<file path="config.mk">
export PLATFORM = sky130hd
export DESIGN_NAME = div_issue_ctrl
export DESIGN_NICKNAME = d
export VERILOG_FILES = /design/src/rtl/div_issue_ctrl.sv
export SDC_FILE = /design/constraint.sdc
export NUM_CORES = 1
export LEC_CHECK = 0
export BUFFER_PORTS_ARGS = -buffer_cell sky130_fd_sc_hd__clkbuf_2
export CORE_MARGIN = 1.5
export CORE_UTILIZATION = 26
export CTS_BUF_LIST = sky130_fd_sc_hd__clkbuf_8
export DETAILED_ROUTE_END_ITERATION = 16
export GPL_TIMING_DRIVEN = 0
export SLEW_MARGIN = 0
export SYNTH_ARGS = -nofsm -noshare
export SYNTH_HDL_FRONTEND = slang
export SYNTH_SLANG_ARGS = --single-unit
export TNS_END_PERCENT = 5
</file>
<file path="constraint.sdc">
create_clock -name clock -period 3.3 [get_ports clock]
set_clock_uncertainty 0.15 [all_clocks]
set_input_delay 0.66 -clock clock [delete_from_list [all_inputs] [get_ports clock]]
set_output_delay 0.66 -clock clock [all_outputs]
set_load 0.005 [all_outputs]
</file>
<file path="src/rtl/div_issue_ctrl.sv">
// div_issue_ctrl
// ---------------------------------------------------------------------------
// Initiator-side controller for the handshaked 32-bit signed divider used by
// the M-extension execute path. It accepts DIV requests, resolves the RISC-V
// special cases (divide by zero, signed overflow) locally, drives the
// divider's operand handshake, collects the quotient and presents it on a
// held response handshake. The divider cannot abort, so a flushed operation
// that the divider already owns is drained and its result thrown away.
//
// Handshakes: every channel transfers on a rising edge where valid && ready
// are both high. A valid is never withdrawn before its transfer, except when
// flush_i abandons the operation (div_in_valid_o in ISSUE, resp_valid_o in
// RESP).
//
// Optional feature (macro DIV_TIMEOUT_EN): watchdog on WAIT/DRAIN. After
// TIMEOUT_CYCLES cycles in WAIT the controller answers 32'hFFFFFFFF and sets
// the sticky timeout_o; in DRAIN it silently returns to IDLE. A late divider
// result is then absorbed in IDLE (div_out_ready_o is high there).
//
// Ports:
//   clock, reset          rising-edge clock, synchronous active-high reset
//   req_valid_i/ready_o   request handshake; req_a_i / req_b_i signed operands
//   flush_i               abandon the current operation
//   resp_valid_o/ready_i  response handshake; resp_data_o signed quotient
//   div_a_o/div_b_o       divider operands, div_in_valid_o/div_in_ready_i
//   div_out_valid_i       divider result handshake with div_out_ready_o,
//   div_c_i               divider quotient
//   timeout_o             sticky watchdog error (DIV_TIMEOUT_EN only)
//   state_dbg_o           current FSM state for observation
// ---------------------------------------------------------------------------
module div_issue_ctrl #(
   parameter int DATA_W = 32
`ifdef DIV_TIMEOUT_EN
   ,
   parameter int TIMEOUT_CYCLES = 64
`endif
) (
   input  logic              clock,
   input  logic              reset,
   input  logic              req_valid_i,
   output logic              req_ready_o,
   input  logic [DATA_W-1:0] req_a_i,
   input  logic [DATA_W-1:0] req_b_i,
   input  logic              flush_i,
   output logic              resp_valid_o,
   input  logic              resp_ready_i,
   output logic [DATA_W-1:0] resp_data_o,
   output logic [DATA_W-1:0] div_a_o,
   output logic [DATA_W-1:0] div_b_o,
   output logic              div_in_valid_o,
   input  logic              div_in_ready_i,
   input  logic              div_out_valid_i,
   output logic              div_out_ready_o,
   input  logic [DATA_W-1:0] div_c_i,
`ifdef DIV_TIMEOUT_EN
   output logic              timeout_o,
`endif
   output logic [2:0]        state_dbg_o
);

   typedef enum logic [2:0] {
      ST_IDLE  = 3'd0,
      ST_ISSUE = 3'd1,
      ST_WAIT  = 3'd2,
      ST_DRAIN = 3'd3,
      ST_RESP  = 3'd4
   } state_e;

   localparam logic [DATA_W-1:0] ALL_ONES = '1;
   localparam logic [DATA_W-1:0] INT_MIN  = {1'b1, {(DATA_W-1){1'b0}}};

   state_e            state_q, state_d;
   logic [DATA_W-1:0] a_q, a_d;
   logic [DATA_W-1:0] b_q, b_d;
   logic [DATA_W-1:0] data_q, data_d;

`ifdef DIV_TIMEOUT_EN
   localparam int CNT_W = $clog2(TIMEOUT_CYCLES + 1);
   logic [CNT_W-1:0] cnt_q, cnt_d;
   logic             timeout_q, timeout_d;
   logic             tmo_hit;
   // Last cycle of the budget: the counter starts at zero on the first
   // WAIT/DRAIN cycle, so TIMEOUT_CYCLES-1 marks cycle number TIMEOUT_CYCLES.
   assign tmo_hit = (cnt_q == CNT_W'(TIMEOUT_CYCLES - 1));
`endif

   // ------------------------------------------------------------------------
   // Next-state and datapath
   // ------------------------------------------------------------------------
   always_comb begin
      state_d = state_q;
      a_d     = a_q;
      b_d     = b_q;
      data_d  = data_q;
`ifdef DIV_TIMEOUT_EN
      cnt_d     = cnt_q;
      timeout_d = timeout_q;
`endif

      unique case (state_q)
         ST_IDLE: begin
            // A request presented together with a flush belongs to the
            // flushed instruction stream and is dropped.
            if (req_valid_i && !flush_i) begin
               a_d = req_a_i;
               b_d = req_b_i;
               if (req_b_i == '0) begin
                  data_d  = ALL_ONES;
                  state_d = ST_RESP;
               end else if (req_a_i == INT_MIN && req_b_i == ALL_ONES) begin
                  data_d  = INT_MIN;
                  state_d = ST_RESP;
               end else begin
                  state_d = ST_ISSUE;
               end
            end
         end

         ST_ISSUE: begin
`ifdef DIV_TIMEOUT_EN
            cnt_d = '0;
`endif
            if (flush_i) begin
               // Once the divider has taken the operands it will produce a
               // result that must be consumed.
               state_d = div_in_ready_i ? ST_DRAIN : ST_IDLE;
            end else if (div_in_ready_i) begin
               state_d = ST_WAIT;
            end
         end

         ST_WAIT: begin
`ifdef DIV_TIMEOUT_EN
            cnt_d = cnt_q + CNT_W'(1);
`endif
            if (flush_i) begin
               // A result arriving in the flush cycle is consumed right here,
               // so nothing is left to drain.
               state_d = div_out_valid_i ? ST_IDLE : ST_DRAIN;
`ifdef DIV_TIMEOUT_EN
               cnt_d = '0;
`endif
            end else if (div_out_valid_i) begin
               data_d  = div_c_i;
               state_d = ST_RESP;
`ifdef DIV_TIMEOUT_EN
            end else if (tmo_hit) begin
               timeout_d = 1'b1;
               data_d    = ALL_ONES;
               state_d   = ST_RESP;
`endif
            end
         end

         ST_DRAIN: begin
`ifdef DIV_TIMEOUT_EN
            cnt_d = cnt_q + CNT_W'(1);
            if (div_out_valid_i || tmo_hit) begin
               state_d = ST_IDLE;
            end
`else
            if (div_out_valid_i) begin
               state_d = ST_IDLE;
            end
`endif
         end

         ST_RESP: begin
            if (flush_i || resp_ready_i) begin
               state_d = ST_IDLE;
            end
         end

         default: state_d = ST_IDLE;
      endcase
   end

   // ------------------------------------------------------------------------
   // State and registered outputs
   // ------------------------------------------------------------------------
   always_ff @(posedge clock) begin
      if (reset) begin
         state_q <= ST_IDLE;
         a_q     <= '0;
         b_q     <= '0;
         data_q  <= '0;
`ifdef DIV_TIMEOUT_EN
         cnt_q     <= '0;
         timeout_q <= 1'b0;
`endif
      end else begin
         state_q <= state_d;
         a_q     <= a_d;
         b_q     <= b_d;
         data_q  <= data_d;
`ifdef DIV_TIMEOUT_EN
         cnt_q     <= cnt_d;
         timeout_q <= timeout_d;
`endif
      end
   end

   // ------------------------------------------------------------------------
   // State-decoded handshake outputs. Ready outputs are masked while reset is
   // asserted so nothing is accepted before the state register is defined.
   // ------------------------------------------------------------------------
   assign req_ready_o    = (state_q == ST_IDLE) && !reset;
   assign div_in_valid_o = (state_q == ST_ISSUE);
   assign resp_valid_o   = (state_q == ST_RESP);
`ifdef DIV_TIMEOUT_EN
   // IDLE also absorbs a result that arrives after a watchdog expiry.
   assign div_out_ready_o = (state_q == ST_WAIT) || (state_q == ST_DRAIN) ||
                            ((state_q == ST_IDLE) && !reset);
   assign timeout_o       = timeout_q;
`else
   assign div_out_ready_o = (state_q == ST_WAIT) || (state_q == ST_DRAIN);
`endif

   assign div_a_o     = a_q;
   assign div_b_o     = b_q;
   assign resp_data_o = data_q;
   assign state_dbg_o = state_q;

endmodule

</file>
Word level (Yosys, flattened, before mapping)
Cells that the tools add are included.
Operators by class
  eq/ne operators: 14
  muxes and demuxes: 18
  reduce and logical (&&, ||, !) cells: 13
Operators with widths (number)
  two-way mux 32 bit: 5
  == test 32 bit (second input constant): 2
  case mux 32 bit (2 select lines): 1
  logical NOT 32 bit: 1
  two-way mux 3 bit: 9
  case mux 3 bit (5 select lines): 1
  AND reduction 5 bit: 2
  != test 2 bit (second input constant): 4
  == test 3 x 2 -> 1 bit (second input constant): 2
  != test 3 bit (second input constant): 2
  two-way mux 2 bit: 2
  == test 3 x 1 -> 1 bit (second input constant): 1
  == test 3 bit (second input constant): 1
  logical AND 1 bit: 3
  logical NOT 3 bit: 1
  != test 3 x 2 -> 1 bit (second input constant): 1
  logical NOT 1 bit: 2
  logical OR 1 bit: 2
  != test 2 x 1 -> 1 bit (second input constant): 1
  AND reduction 2 bit: 1
  nonzero test 2 bit: 1
Word-level totals
  register bits after elaboration: 99
  input bits: 103
  word-level logic and storage cells: 49

Longest topological paths before layout
  depth after elaboration: 6
  depth in mapped cells: 7

Worst setup path before layout
Ideal clock, no wire load.
  path type: input-to-reg
  from: in req_a_i[26]
  to: reg data_q[10] (netlist: resp_data_o[10])
  library setup time: 0.121 ns
  arrival: 2.342 ns
  required time: 3.029 ns
  path slack: 0.687 ns
  cell stages on the path: 7
  cells stage by stage: or4b_1 nor4_1 nand4_1 a22o_1 buf_6 buf_12 mux2_4
On the way
  longest elaborated chain between the ends: 4
Ends and longest elaborated chain
  from (decl): RTL line 42  | input logic [DATA_W-1:0] req_a_i,
  == test 32 bit: RTL line 110  | end else if (req_a_i == INT_MIN && req_b_i == ALL_ONES) begin
  logical AND 1 bit: RTL line 110
  != test 3 bit (no line)
  AND reduction 5 bit (no line)
  to (signal assigned): RTL line 195  | data_q <= data_d;
  to (decl): RTL line 75  | logic [DATA_W-1:0] data_q, data_d;
No other way between the ends.
A chain may end at the register's enable or synchronous reset.

Final worst setup path
  from: in reset
  to: out req_ready_o
On the way
  longest elaborated chain between the ends: 2
Ends and longest elaborated chain
  from (decl): RTL line 39  | input logic reset,
  logical NOT 1 bit: RTL line 207  | assign req_ready_o = (state_q == ST_IDLE) && !reset;
  logical AND 1 bit: RTL line 207
  to (decl): RTL line 41  | output logic req_ready_o,
No other way between the ends.

==> key figures <==
Synthesis
  – Ranking of synthesized cells by area: dfxtp_1 (45%), nand2_1 (14%), a21oi_1 (11%)
  – Prevailing post-synth register cell: dfxtp_1
  – Top cell type's share of synthesized area: about 45%
  – Count of different cell masters after synthesis: 36
  – Synthesized net count: 628
  – Yosys reg bits: 99
  – Synth cell count leaders: nand2_1 (160), a21oi_1 (100), dfxtp_1 (99)
  – EDFF count, synth: 0
  – Synth Cell Area: ~4400 sq um
  – Syn Area/Cell: roughly 8.4 sq um
  – Largest area contributor in the netlist: dfxtp_1
  – Ys Warns: 0
  – Most common cell in the synthesized netlist: nand2_1
  – Synthesized instance count: between 500 and 600
  – Fraction of the yosys area taken by sequential cells: roughly 45%
  – Asr flop ratio synth: 0%

Worst setup path
  – Worst Reg2Reg Path Length in Cells: 6
  – R2R Path Start: state_dbg_o[1]$_SDFFE_PP0P_
  – Required @ worst endpoint: approximately 2.5 ns
  – Stages on worst setup path: 5
  – Reg-to-reg endpoint: resp_data_o[22]$_SDFFE_PP0P_
  – Critical path arrival: 1.98 ns
  – Kind of critical path: primary input to output pin
  – Critical path's top delay family: buffers and inverters
  – CP peak stage delay: 0.46 ns
  – Worst path cell trace: clkbuf_1 > clkbuf_1 > buf_1 > nor2_1 > clkbuf_2
  – Crit-path slowest cell: clkbuf_1
  – Bufs and invs on worst path: 4
  – Worst Setup Start Kind: primary input
  – Worst Setup End Kind: output pin
  – Crit-path max FO: 10
  – R2R setup slack: about 0.66 ns
  – Cell mode on critical path: clkbuf_1

Floorplanning
  – Die ar.: 17670 sq um
  – # IOs: between 200 and 250
  – Core box area: ~17000 sq um
  – # rows: 47
  – Die width: around 130 um
  – Die outline height: 132.9 um
  – Initial core utilization: 26.56%

Clock tree
  – Postcts setup bufs: 0
  – Cts hold-fix bufs: 0
  – Root Driver: clkbuf_8
  – Clock tree buffer depth: 2
  – Clock tree sinks: slightly below 100
  – Reg clk slew, reported paths: about 0.11 ns
  – Resized cells post-CTS: 0
  – CTS tree: built
  – Worst skew pair latency: about 0.37 ns
  – Htree depth: 3
  – CTS Buf Count: 9

Timing
  – Worst Tran Pin Value: around 0.86 ns
  – Final Hold Slack: between 0.3 and 0.4 ns
  – Final Hold Viols: 0
  – Period utilisation layout: a little over four fifths
  – Fmax: between 0.3 and 0.4 GHz
  – Setup TNS: 0 ns
  – # setup viols final: 0
  – RSZ-0062 raised after global routing: no
  – Fin. max-slew vios: 0
  – Minimum clock period: roughly 2.8 ns
  – Max-slew headroom: a little over two fifths

Run
  – Max-Cap Viols: 0

Place
  – Hpwl dp: 11270 um
  – Placer Congestion: roughly 0.82
  – IO buf count: between 200 and 250
  – Placed instance count: 949

Detailed routing
  – Wire per inst: approximately 15 um
  – Final ANT Viol Nets: 0
  – Starting DRT DRC Count: between 100 and 150
  – DRT Wirelength: roughly 15000 um
  – Vias/cell: 4.616
  – TritonRoute pass-1 iters: 4
  – Total number of vias: 4450
  – # DRC: 0

Cells and area
  – Layout Nets: roughly 840
  – Synth-to-Final Area Change: 34.58%
  – Post-Layout Cell Count: 964
  – Multi-input gate area: 2186 sq um
  – Layout cells sized above 1: about a third
  – # fillers: between 1500 and 2000
  – # diodes: 0
  – Register area: approximately 2000 sq um

Global route
  – All-Layer GR Usage: between 10% and 20%
  – Vias in the first global route: ~4200
  – Initial antenna violation count: 0
  – Grt total ovfl: 0
  – Largest net degree at the start of global routing: 18
  – Global-route wire length before repair: ~23000 um

Power and ir drop
  – Leak pwr: between 2 and 3 nW
  – Power per cell area: approximately 500 nW/um^2
  – Total power: 2.972 mW
  – Switching Share: between 30% and 40%
  – Clock power frac: between 30% and 40%
  – Max IR drop VDD: about 0.22 mV
  – Reg power frac: ~45%
  – Switch Pwr: 0.9551 mW
  – Comb pwr share: between 20% and 30%
  – Internal power: ~2 mW

Min path
  – Hold Path Sink: div_b_o[2]$_SDFFE_PP0P_
  – Hold depth: 2
  – Min-delay src: div_b_o[2]$_SDFFE_PP0P_
  – Worst Hold Class: register to register

Status
  – Status: completed
stage by stage:
stage | setup WS [ns] | cell area (sq um) | utilization [%]
floorplan | 0.6865 | 4389 | -
global placement | 0.2513 | 5685 | 34.41
detailed placement | 0.2325 | 5685 | 34.41
CTS | 0.4519 | 5907 | 35.75
global route | 0.2955 | 5907 | 35.75
finish | 0.5110 | 5907 | 35.75
final cells by class:
| cell class | count | area share, % |
|---|---|---|
| sequential | 99 | 33.55 |
| timing repair buffer | 204 | 17.28 |
| tap | 220 | 4.660 |
| inverter | 3 | 0.1906 |
| buffer | 41 | 3.559 |
| clock inverter | 6 | 1.652 |
| clock buffer | 9 | 2.097 |
| multi-input combinational | 382 | 37.00 |
power by group through the flow:
stage	sequential (mW)	clock (mW)	combinational [mW]
5_1_grt	1.34	0.987	0.810
6_report	1.33	0.909	0.732
4_1_cts	1.33	0.940	0.737
3_3_place_gp	1.36	0	0.734
2_1_floorplan	1.36	0	0.413
3_5_place_dp	1.36	0	0.735
per-layer routing:
layer | routed length [um] | GRT usage, % | vias to the layer above
li1 | - | - | 2204
met1 | 6873 | 21.48 | 2064
met2 | 6589 | 26.48 | 171
met3 | 1059 | 4.215 | 11
met5 | 0 | 0 | -
met4 | 163 | 5.250 | 0
worst max-delay path by stage:
stage,slack [ns],start,to
finish,0.51,reset,req_ready_o
CTS,0.45,reset,req_ready_o
global route,0.30,reset,req_ready_o
global placement,0.25,req_a_i[26],resp_data_o[26]$_SDFFE_PP0P_
detailed placement,0.23,req_a_i[26],resp_data_o[28]$_SDFFE_PP0P_
floorplan,0.69,req_a_i[26],resp_data_o[10]$_SDFFE_PP0P_
logic make-up after synthesis:
logic type / Yosys count / synth area share, %
AO/OA/AOI/OAI: 110 / 13.37
flip-flops: 99 / 45.15
multiplexers: 31 / 10.35
buffers and inverters: 44 / 5.046
AND/OR/NAND/NOR: 241 / 26.08
placed cells by master (no fill, tap or decap), drive strengths merged, types with 4 or more instances in the layout:
master,n
a21oi,100
buf,5
clkbuf,249
dfxtp,99
inv,5
mux2,31
nand2,160
nand2b,4
nand4,6
nor2b,32
nor4,15
registers in the layout (all words and copies together) (netlist names):
signal	count
resp_data_o	32
div_b_o	32
div_a_o	32
state_dbg_o	3
worst register-to-register path, cell delays in order (launching register included):
cell and delay (ns):
dfxtp_1 0.34, clkbuf_1 0.29, nor3b_2 0.58, nand3b_1 0.33
clkbuf_1 0.42, a21oi_1 0.14, mux2_4 0.28
No activity file was read; power rests on OpenSTA's default activity.
